--- config.mk ---
export PLATFORM = sky130hd
export DESIGN_NAME = ball_engine
export DESIGN_NICKNAME = d
export VERILOG_FILES = /design/src/rtl/pong_pkg.sv /design/src/rtl/tick_divider.sv /design/src/rtl/ball_engine.sv
export SDC_FILE = /design/constraint.sdc
export NUM_CORES = 1
export LEC_CHECK = 0
export CORE_MARGIN = 1
export CORE_UTILIZATION = 45
export CTS_CLUSTER_SIZE = 8
export DETAILED_ROUTE_END_ITERATION = 7
export PLACE_DENSITY = 0.68
export SLEW_MARGIN = 0
export SYNTH_ARGS = -nofsm -noshare
export SYNTH_HDL_FRONTEND = slang
export SYNTH_HIERARCHICAL = 1
export SYNTH_SLANG_ARGS = --single-unit
export TNS_END_PERCENT = 10
--- constraint.sdc ---
create_clock -name clk -period 2.9 [get_ports clk]
set_input_delay 0.29 -clock clk [delete_from_list [all_inputs] [get_ports clk]]
set_output_delay 0.29 -clock clk [all_outputs]
set_load 0.05 [all_outputs]
--- src/rtl/pong_pkg.sv ---
// Shared types, constants and helpers for the pong game blocks.
package pong_pkg;

  typedef enum logic [1:0] {IDLE, SERVE, PLAY, MISS} state_t;

  localparam int         FIELD_W = 16;
  localparam logic [3:0] CENTRE  = 4'd7;
  localparam logic [3:0] EDGE_LO = 4'd0;
  localparam logic [3:0] EDGE_HI = 4'(FIELD_W - 1);

  // Direction bit: 0 moves towards higher coordinates, 1 towards lower.
  localparam logic DIR_POS = 1'b0;
  localparam logic DIR_NEG = 1'b1;

  // True when a paddle starting at p with the given length covers cell c.
  // Compared 5 bits wide so p+size-1 never wraps.
  function automatic logic covers(input logic [3:0] p, input logic [3:0] c,
                                  input logic [4:0] size);
    logic [4:0] lo;
    logic [4:0] hi;
    lo = {1'b0, p};
    hi = lo + size - 5'd1;
    return ({1'b0, c} >= lo) && ({1'b0, c} <= hi);
  endfunction

endpackage

--- src/rtl/tick_divider.sv ---
// Free-running divider: one-cycle tick every `period` clocks; a shrinking
// period wraps the counter on the next cycle.
module tick_divider #(
  parameter int CNT_W = 22
) (
  input  logic             clk,
  input  logic             rst_n,
  input  logic [CNT_W-1:0] period,
  output logic             tick
);

  logic [CNT_W-1:0] cnt;
  logic [CNT_W-1:0] last;

  assign last = period - CNT_W'(1);
  assign tick = (cnt == last);

  // NOTE: state registers use non-blocking assignments so every flop samples
  // pre-edge values regardless of statement order.
  always_ff @(posedge clk or negedge rst_n) begin
    if (!rst_n)           cnt <= '0;
    else if (cnt >= last) cnt <= '0;
    else                  cnt <= cnt + CNT_W'(1);
  end

endmodule

--- src/rtl/ball_engine.sv ---
// Pong ball motion: serve/play/miss sequencing, wall/paddle bounces, miss pulses.
// Optional macro BALL_SPEEDUP_EN shortens the tick period as paddle hits accumulate.
import pong_pkg::*;

module ball_engine #(
  parameter int WIDTH        = 16,
  parameter int BIT_OF_WIDTH = 4,
  parameter int SIZE         = 4,
  parameter int TICK_DIV     = 2000000,
  parameter int SERVE_TICKS  = 2,
  parameter int MISS_TICKS   = 3
) (
  input  logic                      clk,
  input  logic                      rst_n,
  input  logic                      start,
  input  logic [BIT_OF_WIDTH-1:0]   player_top,
  input  logic [BIT_OF_WIDTH-1:0]   player_down,
  input  logic [BIT_OF_WIDTH-1:0]   player_left,
  input  logic [BIT_OF_WIDTH-1:0]   player_right,
  output logic [2*BIT_OF_WIDTH-1:0] pos_ball,
  output logic                      miss_top,
  output logic                      miss_down,
  output logic                      miss_left,
  output logic                      miss_right,
  output logic                      hit,
  output logic                      busy
);

  localparam int CNT_W  = $clog2(TICK_DIV + 1);
  localparam int PH_MAX = (SERVE_TICKS > MISS_TICKS) ? SERVE_TICKS : MISS_TICKS;
  localparam int PH_W   = $clog2(PH_MAX + 1);

  localparam logic [CNT_W-1:0]        DIV        = CNT_W'(TICK_DIV);
  localparam logic [PH_W-1:0]         SERVE_LAST = PH_W'(SERVE_TICKS - 1);
  localparam logic [PH_W-1:0]         MISS_LAST  = PH_W'(MISS_TICKS - 1);
  localparam logic [4:0]              PAD_LEN    = 5'(SIZE);
  localparam logic [BIT_OF_WIDTH-1:0] HI         = BIT_OF_WIDTH'(WIDTH - 1);
  localparam logic [BIT_OF_WIDTH-1:0] ONE        = BIT_OF_WIDTH'(1);

  state_t                  state;
  logic [PH_W-1:0]         phase;
  logic [BIT_OF_WIDTH-1:0] x, y;
  logic                    dx, dy;
  logic [CNT_W-1:0]        period;
  logic                    tick;

  logic [BIT_OF_WIDTH-1:0] nx, ny, x_nxt, y_nxt;
  logic                    dx_nxt, dy_nxt;
  logic                    x_hit, y_hit, lose_l, lose_r, lose_t, lose_d;
  logic                    any_miss, any_hit;

  tick_divider #(.CNT_W(CNT_W)) u_div (
    .clk    (clk),
    .rst_n  (rst_n),
    .period (period),
    .tick   (tick)
  );

`ifdef BALL_SPEEDUP_EN
  logic [1:0] hit_cnt;
  logic       serve_entry;

  assign serve_entry = ((state == IDLE) && start) ||
                       ((state == MISS) && tick && (phase == MISS_LAST));
  assign period      = DIV >> (hit_cnt >> 1);

  always_ff @(posedge clk or negedge rst_n) begin
    if (!rst_n)                                         hit_cnt <= 2'd0;
    else if (serve_entry)                               hit_cnt <= 2'd0;
    else if ((state == PLAY) && tick && any_hit && (hit_cnt != 2'd3))
                                                        hit_cnt <= hit_cnt + 2'd1;
  end
`else
  assign period = DIV;
`endif

  // Each axis is resolved on its own; a paddle edge either bounces or loses.
  always_comb begin
    // NOTE: every output of this block gets a default first so no path
    // leaves one unassigned, which would otherwise infer a latch.
    nx     = (dx == DIR_NEG) ? x - ONE : x + ONE;
    ny     = (dy == DIR_NEG) ? y - ONE : y + ONE;
    x_nxt  = nx;
    y_nxt  = ny;
    dx_nxt = dx;
    dy_nxt = dy;
    x_hit  = 1'b0;
    y_hit  = 1'b0;
    lose_l = 1'b0;
    lose_r = 1'b0;
    lose_t = 1'b0;
    lose_d = 1'b0;

    if (nx == EDGE_LO) begin
      if (covers(player_left, y, PAD_LEN)) begin
        dx_nxt = DIR_POS; x_nxt = x + ONE; x_hit = 1'b1;
      end else begin
        lose_l = 1'b1; x_nxt = EDGE_LO;
      end
    end else if (nx == HI) begin
      if (covers(player_right, y, PAD_LEN)) begin
        dx_nxt = DIR_NEG; x_nxt = x - ONE; x_hit = 1'b1;
      end else begin
        lose_r = 1'b1; x_nxt = HI;
      end
    end

    if (ny == EDGE_LO) begin
      if (covers(player_top, x, PAD_LEN)) begin
        dy_nxt = DIR_POS; y_nxt = y + ONE; y_hit = 1'b1;
      end else begin
        lose_t = 1'b1; y_nxt = EDGE_LO;
      end
    end else if (ny == HI) begin
      if (covers(player_down, x, PAD_LEN)) begin
        dy_nxt = DIR_NEG; y_nxt = y - ONE; y_hit = 1'b1;
      end else begin
        lose_d = 1'b1; y_nxt = HI;
      end
    end
  end

  assign any_miss = lose_l | lose_r | lose_t | lose_d;
  assign any_hit  = (x_hit | y_hit) & ~any_miss;

  always_ff @(posedge clk or negedge rst_n) begin
    if (!rst_n) begin
      state      <= IDLE;
      phase      <= '0;
      x          <= CENTRE;
      y          <= CENTRE;
      dx         <= DIR_POS;
      dy         <= DIR_POS;
      hit        <= 1'b0;
      miss_top   <= 1'b0;
      miss_down  <= 1'b0;
      miss_left  <= 1'b0;
      miss_right <= 1'b0;
    end else begin
      // Pulses drop after one cycle unless re-armed below.
      hit        <= 1'b0;
      miss_top   <= 1'b0;
      miss_down  <= 1'b0;
      miss_left  <= 1'b0;
      miss_right <= 1'b0;
      case (state)
        IDLE: if (start) begin
          state <= SERVE;
          phase <= '0;
        end
        SERVE: if (tick) begin
          if (phase == SERVE_LAST) begin
            state <= PLAY;
            phase <= '0;
          end else begin
            phase <= phase + PH_W'(1);
          end
        end
        PLAY: if (tick) begin
          x          <= x_nxt;
          y          <= y_nxt;
          dx         <= dx_nxt;
          dy         <= dy_nxt;
          hit        <= any_hit;
          miss_left  <= lose_l;
          miss_right <= lose_r;
          miss_top   <= lose_t;
          miss_down  <= lose_d;
          if (any_miss) begin
            state <= MISS;
            phase <= '0;
          end
        end
        MISS: if (tick) begin
          if (phase == MISS_LAST) begin
            state <= SERVE;
            phase <= '0;
            x     <= CENTRE;
            y     <= CENTRE;
            dx    <= ~dx;
            dy    <= ~dy;
          end else begin
            phase <= phase + PH_W'(1);
          end
        end
        default: state <= IDLE;
      endcase
    end
  end

  assign pos_ball = {x, y};
  assign busy     = (state != IDLE);

endmodule
### After elaboration in Yosys (flattened, before gate mapping)

Cells that the tools add are included.

| storage, ports and cells | value |
|---|---|
| flip-flop bits (word level) | 40 |

| operators by class | value |
|---|---|
| $add $sub $neg | 14 |
| magnitude comparators | 9 |
| equality and inequality tests | 21 |
| multiplexer cells | 77 |
| bitwise gates (word level) | 8 |
| reductions and logical operators | 14 |

Operators by type and width:

| cell | number |
|---|---|
| $mux 4 | 14 |
| $mux 1 | 42 |
| $mux 2 | 14 |
| $add 21x1->21 const B | 1 |
| $eq 21x21->1 const B | 1 |
| $ge 21x21->1 const B | 1 |
| $mux 21 | 1 |
| $reduce_and 7->1 | 3 |
| $add 4x3->5 const B | 4 |
| $le 4x5->1 | 4 |
| $sub 5x1->5 const B | 4 |
| $ne 3x3->1 const B | 6 |
| $ge 4x4->1 | 4 |
| $pmux 2 s4 | 2 |
| $pmux 4 s2 | 2 |
| $ne 2x2->1 const B | 7 |
| $add 4x1->4 const B | 2 |
| $eq 4x4->1 const B | 2 |
| $logic_not 4->1 | 2 |
| $sub 4x1->4 const B | 2 |
| $eq 2x2->1 const B | 3 |
| $reduce_and 5->1 | 1 |
| $eq 2x1->1 const B | 2 |
| $logic_and 1x1->1 | 4 |
| 8 further kinds | 15 |

### Logic depth before layout (Yosys ltp)

Gate-level depths: netlist (run 1).

| depth | value |
|---|---|
| depth after elaboration | 14 |
| gate-level depth with buffers | 16 |

### Modules after synthesis

Netlist (run 1), hierarchy kept.

By module, submodules not included:

| module | times used | cells each | area each (sq um) |
|---|---|---|---|
| ball_engine | 1 | 262 | 2,311.0 |
| tick_divider | 1 | 203 | 1,785.5 |

### Worst setup path before layout (run 1)

Ideal clock, no wire load.

| timing path | value |
|---|---|
| kind | reg2reg |
| from | register y[0] |
| to | register state[1] |
| setup time | 0.125 ns |
| arrival time | 2.648 ns |
| data required time | 2.775 ns |
| path slack | 0.128 ns |
| stages on the path, launching flop included | 11 |
| period minus slack after synthesis | 2.772 ns |
| cell sequence | dfstp_2 > clkbuf_1 > inv_1 > ha_1 > nand2_1 > a211o_1 > a21oi_1 > o21ai_0 > nand3_1 > o21ai_1 > mux2_2 |

| on the way | value |
|---|---|
| word-level cells in the longest chain between the ends | 10 |

Ends and longest elaborated chain:

| what | RTL line | source |
|---|---|---|
| start, declared | ball_engine.sv:42 | `logic [BIT_OF_WIDTH-1:0] x, y;` |
| start signal, assigned | ball_engine.sv:161 | `y <= y_nxt;` |
| $le 4x5->1 or $ge 4x4->1 (tied branches) | pong_pkg.sv:23 | `return ({1'b0, c} >= lo) && ({1'b0, c} <= hi);` |
| $logic_and 1x1->1 | pong_pkg.sv:23 |  |
| $mux 1 | ball_engine.sv:101 | `if (covers(player_right, y, PAD_LEN)) begin` |
| $mux 1 | ball_engine.sv:100 | `end else if (nx == HI) begin` |
| $mux 1 | ball_engine.sv:94 | `if (nx == EDGE_LO) begin` |
| $or 1x1->1 (2 in a row) | ball_engine.sv:123 | `assign any_miss = lose_l \| lose_r \| lose_t \| lose_d;` |
| $or 1x1->1 (*) | ball_engine.sv:123 |  |
| $ne 2x2->1 (no source line) (*) | -- |  |
| $reduce_and 7->1 (no source line) (*) | -- |  |
| end signal, assigned | ball_engine.sv:128 | `state <= IDLE;` |
| end signal, assigned | ball_engine.sv:148 | `state <= SERVE;` |
| end signal, assigned | ball_engine.sv:153 | `state <= PLAY;` |
| end, declared | ball_engine.sv:40 | `state_t state;` |

Mark *: on every way between the ends. The rest lies on a longest branch, timed or not.
A chain may end at the register's enable or synchronous reset.

### Worst setup path after layout (run 1)

| timing path | value |
|---|---|
| from | input port player_right[0] |
| to | register state[1] |

| on the way | value |
|---|---|
| word-level cells in the longest chain between the ends | 12 |

Ends and longest elaborated chain:

| what | RTL line | source |
|---|---|---|
| start, declared | ball_engine.sv:19 | `input logic [BIT_OF_WIDTH-1:0] player_right,` |
| $add 4x3->5 | pong_pkg.sv:22 | `hi = lo + size - 5'd1;` |
| $sub 5x1->5 | pong_pkg.sv:22 |  |
| $le 4x5->1 | pong_pkg.sv:23 |  |
| $logic_and 1x1->1 (*) | pong_pkg.sv:23 |  |
| $mux 1 (*) | ball_engine.sv:101 |  |
| $mux 1 (*) | ball_engine.sv:100 |  |
| $mux 1 (*) | ball_engine.sv:94 |  |
| $or 1x1->1 (*) (3 in a row) | ball_engine.sv:123 |  |
| $ne 2x2->1 (no source line) (*) | -- |  |
| $reduce_and 7->1 (no source line) (*) | -- |  |

Marked as above.

==> results of run 1 <==
==> placed cells by master, fill, tap and decap left out, drive strengths merged, types with 3 or more instances in the layout <==
cell / netlist / final
ha: 68 / 68
conb: 2 / 61
nor2: 46 / 46
xnor2: 37 / 37
dfrtp: 34 / 34
clkdlybuf4s50: 0 / 31
inv: 30 / 30
nand2: 30 / 30
a21oi: 28 / 28
buf: 5 / 24
o21ai: 19 / 19
nor3: 19 / 19
xor2: 18 / 18
nand4: 14 / 14
nand3: 13 / 13
o31ai: 7 / 7
or3: 7 / 7
nor2b: 6 / 6
mux2i: 6 / 6
dfstp: 6 / 6
nor4: 6 / 6
o211ai: 5 / 5
clkbuf: 5 / 5
a211o: 4 / 4
o21a: 4 / 4
nand2b: 4 / 4
o21bai: 3 / 3
and3: 3 / 3
and4: 3 / 3
a211oi: 3 / 3
nor3b: 3 / 3
==> path summary, 6_finish.rpt <==
| path | start | to | depth (start not counted) |
|---|---|---|---|
| min reg2reg | u_div/cnt[0] | u_div/cnt[0] | 1 |
| max | player_right[0] | state[1] | 11 |
| max reg2reg | x[0] | x[2] | 9 |
| min in group clk | u_div/cnt[0] | u_div/cnt[0] | 1 |
| min | rst_n | u_div/cnt[0] | 1 |
| max in group asynchronous | rst_n | miss_right | 1 |
==> flip-flops by register name (all words and copies together), names as in the netlist <==
name	flops
dy	1
state	2
u_div/cnt	21
miss_down	1
hit	1
phase	2
x	4
y	4
miss_right	1
miss_top	1
dx	1
miss_left	1
==> routing by layer <==
metal	GRT usage	up-vias	share of wire
met5	0	-	0
met4	0.0271	0	0.0036
met3	0.0259	5	0.028
met2	0.336	46	0.48
met1	0.254	1685	0.49
li1	-	1829	-
==> power by group through the flow <==
stage	combinational, uW	clock [uW]	sequential [uW]
after detailed placement	574	0	686
final	582	451	678
after floorplan	428	0	670
after global routing	665	481	688
after global placement	554	0	683
after CTS	580	462	677
==> synthesized netlist by cell type, drive strengths merged, types with 2 or more instances <==
cell    number
nor3b        3
inv         30
nand3       13
nand4       14
a32oi        2
dfstp        6
nor2        46
or3          7
buf          5
o211ai       5
mux2         2
o21a         4
nor3        19
dfrtp       34
o31ai        7
a22oi        2
a211oi       3
nor4         6
mux2i        6
and2         2
xor2        18
nor2b        6
o21bai       3
and3         3
and4         3
ha          68
o21ai       19
xnor2       37
nand2b       4
nor4b        2
a21oi       28
nand2       30
a211o        4
conb         2
and4b        2
clkbuf       5
a32o         2
==> layout make-up <==
| type | instances | area, sq um | share of cell area |
|---|---|---|---|
| Sequential cell | 40 | 1010 | 0.202 |
| Tap cell | 108 | 135 | 0.0271 |
| Clock buffer | 5 | 68.8 | 0.0138 |
| Multi-Input combinational cell | 444 | 3140 | 0.629 |
| Inverter | 30 | 113 | 0.0225 |
| Clock inverter | 3 | 42.5 | 0.00852 |
| Timing Repair Buffer | 55 | 488 | 0.0977 |
==> metrics by stage <==
stage	cell area [sq um]	setup slack, ps	total power (uW)	util
finish	4990	164	1710	0.570
global route	4990	23.8	1830	0.570
CTS	4980	152	1720	0.569
detailed placement	4870	-153	1260	0.556
global placement	4870	-67.1	1240	0.556
floorplan	4320	128	1100	-
==> cell families after synthesis <==
logic type,Yosys count,share of synthesized area
AO/OA/AOI/OAI,86,0.139
XOR/XNOR,55,0.118
adder cells (fa/ha/maj),68,0.208
buffers and inverters,40,0.0428
flip-flops,40,0.246
multiplexers,8,0.0202
other,2,0.00183
AND/OR/NAND/NOR,166,0.225
==> what timing repair did <==
item / CTS / global route
setup endpoints to repair: 0 / 3
gates resized for setup: 0 / 1
hold buffers: 0 / 0
setup buffers: 0 / 1
==> impl_metrics.tcl, run 1 <==
set metrics [dict create \
    tritoncts "done" \
    maximum_number_of_pins_on_one_net_before_global_route_repair 41 \
    std_cell_rows 34 \
    synth.top_cells.by_area "sky130_fd_sc_hd__dfrtp_1 (21%), sky130_fd_sc_hd__ha_1 (21%), sky130_fd_sc_hd__xnor2_1 (7.9%), sky130_fd_sc_hd__nor2_1 (4.2%), sky130_fd_sc_hd__dfstp_2 (3.8%)" \
    reg2reg_slack_ps 180 \
    post_synth_instance_area_sq_um 4100 \
    cp_top_family "compound AO/OA/AOI/OAI gates" \
    ys.flop_type "sky130_fd_sc_hd__dfrtp_1" \
    yosys.cell_types.count 62 \
    power.share.combinational 0.340 \
    yosys_warnings 6 \
    ant_nets 0 \
    post-route-min-period_ps 2740 \
    pin_slew_with_the_least_headroom_to_its_limit_ps 885 \
    cp_num_buf_inv 2 \
    netlist_instances 465 \
    grt_pass1_wl_um 15400 \
    place_inst 676 \
    top_level_ports 33 \
    worstPathMaxFanout 3 \
    finalWirelength_um 8570 \
    overflow 0 \
    critical_path_arrival_ps 2910 \
    clk_sink_count 40 \
    route.detailed.drc 0 \
    htreeDepth 2 \
    cp-start-kind "primary input" \
    n_antenna_cell 0 \
    dpl.hpwl_um 6920 \
    start_util 0.467 \
    number_of_flip_flops_and_latches_in_the_synthesized_netlist 40 \
    setup_violations 0 \
    timing.critical_path.mode_cell "sky130_fd_sc_hd__ha_1" \
    power.ir.vdd_worst_mv 0.349 \
    area_growth_syn_to_layout_pct 21.9 \
    p_seq_frac 0.396 \
    path_cells "clkdlybuf4s50_1 -> inv_1 -> ha_1 -> ha_1 -> nor2b_1 -> o211ai_1 -> a21oi_1 -> o21bai_1 -> nand3_1 -> o21ai_1 -> mux2_2" \
    number_of_antenna_violations_at_the_first_check_in_global_routing 0 \
    die_area_sq_um 9490 \
    timing.final.max_slew_violations 0 \
    number_of_cts_inserted_buffers 5 \
    power_leakage_uw 0.00229 \
    critical_path_required_ps 3070 \
    cap_viol_max_count 0 \
    route.detailed.wl_per_inst_um 12.5 \
    first_global_vias 3503 \
    instances_no_fill 685 \
    fin_nets 663 \
    rsz_0062_raised_after_global_routing "no" \
    timing.critical_path.to_type "flip-flop" \
    worstSetupPathType "primary input to flip-flop" \
    worst_path_largest_cell_delay_ps 510 \
    worst_clock_skew_ps 8.45 \
    timing.critical_path.slowest_stage_cell "sky130_fd_sc_hd__clkdlybuf4s50_1" \
    drive_above_1_share 0.102 \
    synthDominantCellAreaShare 0.208 \
    final.fill_count 812 \
    synthArstFlopShare 1.00 \
    p_int_uw 1130 \
    syn_area_per_cell_sq_um 8.81 \
    clock_path_buffers 2 \
    core_sq_um 8760 \
    tightest_hold_check_type "primary input to async pin" \
    clk_latency_ps 290 \
    floorplan.die.height_um 97.4 \
    grt_use_total 0.191 \
    power.clock.fraction 0.264 \
    hold_violations 0 \
    synth_area_leader_cell "sky130_fd_sc_hd__dfrtp_1" \
    drt-initial-drc-count 126 \
    worst_setup_hold_path_clk_slew_ps 80 \
    drt-vias-per-instance 5.20 \
    clk_root_buffer_cell "sky130_fd_sc_hd__clkbuf_8" \
    gp_routability_congestion 0.852 \
    status "complete, no violations" \
    via_count 3565 \
    die_extent_in_x_um 97.4 \
    setup-tns-final_ps 0 \
    ys_seq_area_frac 0.246 \
    min_period_over_period 0.943 \
    drt_pre_antenna_iters 4 \
    swShare 0.341 \
    power.density_nw_per_um2 343 \
    fmax_mhz 366 \
    synth-edff-count 0 \
    timing.max_slew.rel_slack 0.410 \
    placement.io_buffers 32 \
    fin_worst_hold_slack_ps 117 \
    p_sw_uw 584 \
]
No activity file was read; power rests on OpenSTA's default activity.
==> inputs of run 2 (changes only) <==
--- a/config.mk
+++ b/config.mk
@@ -7,6 +7,7 @@
 export LEC_CHECK = 0
 export CORE_MARGIN = 1
 export CORE_UTILIZATION = 45
+export CTS_CLUSTER_DIAMETER = 60
 export CTS_CLUSTER_SIZE = 8
 export DETAILED_ROUTE_END_ITERATION = 7
 export PLACE_DENSITY = 0.68
==> results of run 2 <==
Final layout, timing and power as in run 1 (identical DEF).
==> inputs of run 3 (changes only) <==
--- a/config.mk
+++ b/config.mk
@@ -5,12 +5,15 @@
 export SDC_FILE = /design/constraint.sdc
 export NUM_CORES = 1
 export LEC_CHECK = 0
+export CELL_PAD_IN_SITES_DETAIL_PLACEMENT = 0
+export CELL_PAD_IN_SITES_GLOBAL_PLACEMENT = 1
 export CORE_MARGIN = 1
 export CORE_UTILIZATION = 45
 export CTS_CLUSTER_DIAMETER = 60
 export CTS_CLUSTER_SIZE = 8
 export DETAILED_ROUTE_END_ITERATION = 7
-export PLACE_DENSITY = 0.68
+export MAX_ROUTING_LAYER = met4
+export PLACE_DENSITY = 0.84
 export SLEW_MARGIN = 0
 export SYNTH_ARGS = -nofsm -noshare
 export SYNTH_HDL_FRONTEND = slang
==> run 3 against run 2 <==
Net effect: count of clock-buffer cells in the layout unchanged; maximum frequency fell by 0.12%; non-clock buffer count decreased by 2; flip-flop and latch count unchanged; cell count is 0.29% lower; utilization down 0.41 points; clock skew grew 0.70 ps; via count is 0.45% lower; combinational power increased by 2%; critical path type is now flip-flop to flip-flop; clock power shrank 20%.
==> impl_metrics.tcl, run 3 (synthesized netlist as in run 1, its figures left out) <==
set metrics [dict create \
    clk_latency_ps 290 \
    worst_clock_skew_ps 9.15 \
    route.detailed.wl_per_inst_um 12.6 \
    post-route-min-period_ps 2740 \
    maximum_number_of_pins_on_one_net_before_global_route_repair 41 \
    power_leakage_uw 0.00228 \
    finalWirelength_um 8630 \
    top_level_ports 33 \
    dpl.hpwl_um 6930 \
    place_area_sq_um 4860 \
    largest-register "u_div/cnt" \
    power.density_nw_per_um2 328 \
    cap_viol_max_count 0 \
    worst_path_largest_cell_delay_ps 590 \
    clock_path_buffers 2 \
    std_cell_rows 34 \
    first_global_vias 3469 \
    drive_above_1_share 0.0991 \
    grt_use_total 0.196 \
    fmax_mhz 365 \
    layout_commonest_cell "sky130_fd_sc_hd__ha_1" \
    tritoncts "done" \
    floorplan.die.height_um 97.4 \
    hold_violations 0 \
    worstPathMaxFanout 6 \
    via_count 3549 \
    n_antenna_cell 0 \
    grt_pass1_wl_um 15300 \
    pin_slew_with_the_least_headroom_to_its_limit_ps 884 \
    rsz_0062_raised_after_global_routing "no" \
    power.ir.vdd_worst_mv 0.376 \
    die_extent_in_x_um 97.4 \
    timing.max_slew.rel_slack 0.411 \
    largest_register_ff_count 21 \
    route.detailed.drc 0 \
    clk_sink_count 40 \
    overflow 0 \
    worstSetupPathType "flip-flop to flip-flop" \
    design_power_total_uw 1630 \
    timing.final.max_slew_violations 0 \
    ant_nets 0 \
    cp-start-kind "flip-flop" \
    post-route-util 0.566 \
    worst_setup_hold_path_clk_slew_ps 80 \
    number_of_cts_inserted_buffers 5 \
    post_cts_buffers 0 \
    die_area_sq_um 9490 \
    setup_violations 0 \
    drt-initial-drc-count 143 \
    final.fill_count 812 \
    timing.critical_path.to_type "flip-flop" \
    critical_path_arrival_ps 2950 \
    critical_path_required_ps 3110 \
    gp_routability_congestion 0.831 \
    status "complete, no violations" \
    fin_worst_hold_slack_ps 119 \
    min_period_over_period 0.944 \
    layout_top_registers "u_div/cnt: 21 flops, x: 4 flops, y: 4 flops" \
    clk_root_buffer_cell "sky130_fd_sc_hd__clkbuf_8" \
    final_cell_mix "sky130_fd_sc_hd__ha_1 (68), sky130_fd_sc_hd__conb_1 (61), sky130_fd_sc_hd__nor2_1 (46), sky130_fd_sc_hd__xnor2_1 (37), sky130_fd_sc_hd__dfrtp_1 (34)" \
    placement.io_buffers 32 \
    drt-vias-per-instance 5.20 \
    fin_nets 661 \
    core_sq_um 8760 \
    start_util 0.467 \
    finalInstanceArea_sq_um 4960 \
    drt_pre_antenna_iters 4 \
    number_of_antenna_violations_at_the_first_check_in_global_routing 0 \
    path_cells "inv_1 -> ha_1 -> mux2i_1 -> xnor2_1 -> nand4_1 -> nor3_2 -> nand2_1 -> a2111oi_1 -> nor3_1" \
    tightest_hold_check_type "primary input to async pin" \
    area_growth_syn_to_layout_pct 21.0 \
    timing.critical_path.slowest_stage_cell "sky130_fd_sc_hd__dfstp_2" \
    htreeDepth 2 \
    cts_hold_buf 0 \
]
-- run 3: cell types whose count changed in the layout (fill, tap and decap cells not counted), sizes merged --
cell | before | now
buf | 24 | 22
clkinv | 1 | 3
clkinvlp | 1 | 0
bufinv | 1 | 0
-- run 3: path summary, 6_finish.rpt --
kind	depth (start not counted)	slack (ps)	startpoint	end
setup / recovery	9	160	x[0]	x[2]
hold / removal	1	120	rst_n	u_div/cnt[0]
setup reg to reg	9	160	x[0]	x[2]
hold reg to reg	2	510	x[1]	x[1]
max in group asynchronous	1	2230	rst_n	miss_left
min in group clk	2	510	x[1]	x[1]
-- run 3: timing repair --
item                       CTS  global route
resized for setup            0             2
hold endpoints to repair     0             0
setup endpoints to repair    0             2
-- run 3: layer usage --
layer / share of wire / track usage
met5: 0 / -
met3: 0.033 / 0.0259
met2: 0.46 / 0.323
met1: 0.50 / 0.265
met4: 0.0022 / 0.0283
-- run 3: power by group --
part	internal (uW)	total (uW)	switching, uW	leakage [uW]
logic	265	591	326	0.00171
clock network	168	361	194	0.0000479
registers	609	676	66.8	0.000521
total	1040	1630	587	0.00228
-- run 3: stage by stage --
step           cells  setup TNS, ps  setup WS [ps]
2_1_floorplan    524              0            128
3_3_place_gp     675              0           7.31
3_5_place_dp     675           -127          -74.3
4_1_cts          683              0            167
5_1_grt          683              0           24.9
6_report         683              0            161
-- run 3: layout make-up --
cell class,count,area (sq um),share of cell area
inverters,30,113,0.0227
well taps,108,135,0.0273
clock inverters,3,18.8,0.00379
multi-input cells,444,3140,0.634
clock buffers,5,68.8,0.0139
flip-flops and latches,40,1010,0.203
repair buffers,53,473,0.0954
-- run 3: worst max-delay path: cells and delay by family, from the launching register on --
kind / cells / cell delay (ps)
xor gates and xnor gates: 1 / 300
muxes: 1 / 180
DFF: 1 / 590
and+or+nand+nor: 4 / 760
buffers and inverters: 1 / 130
adders and majority gates: 1 / 260
AOI/OAI and AO/OA: 1 / 440
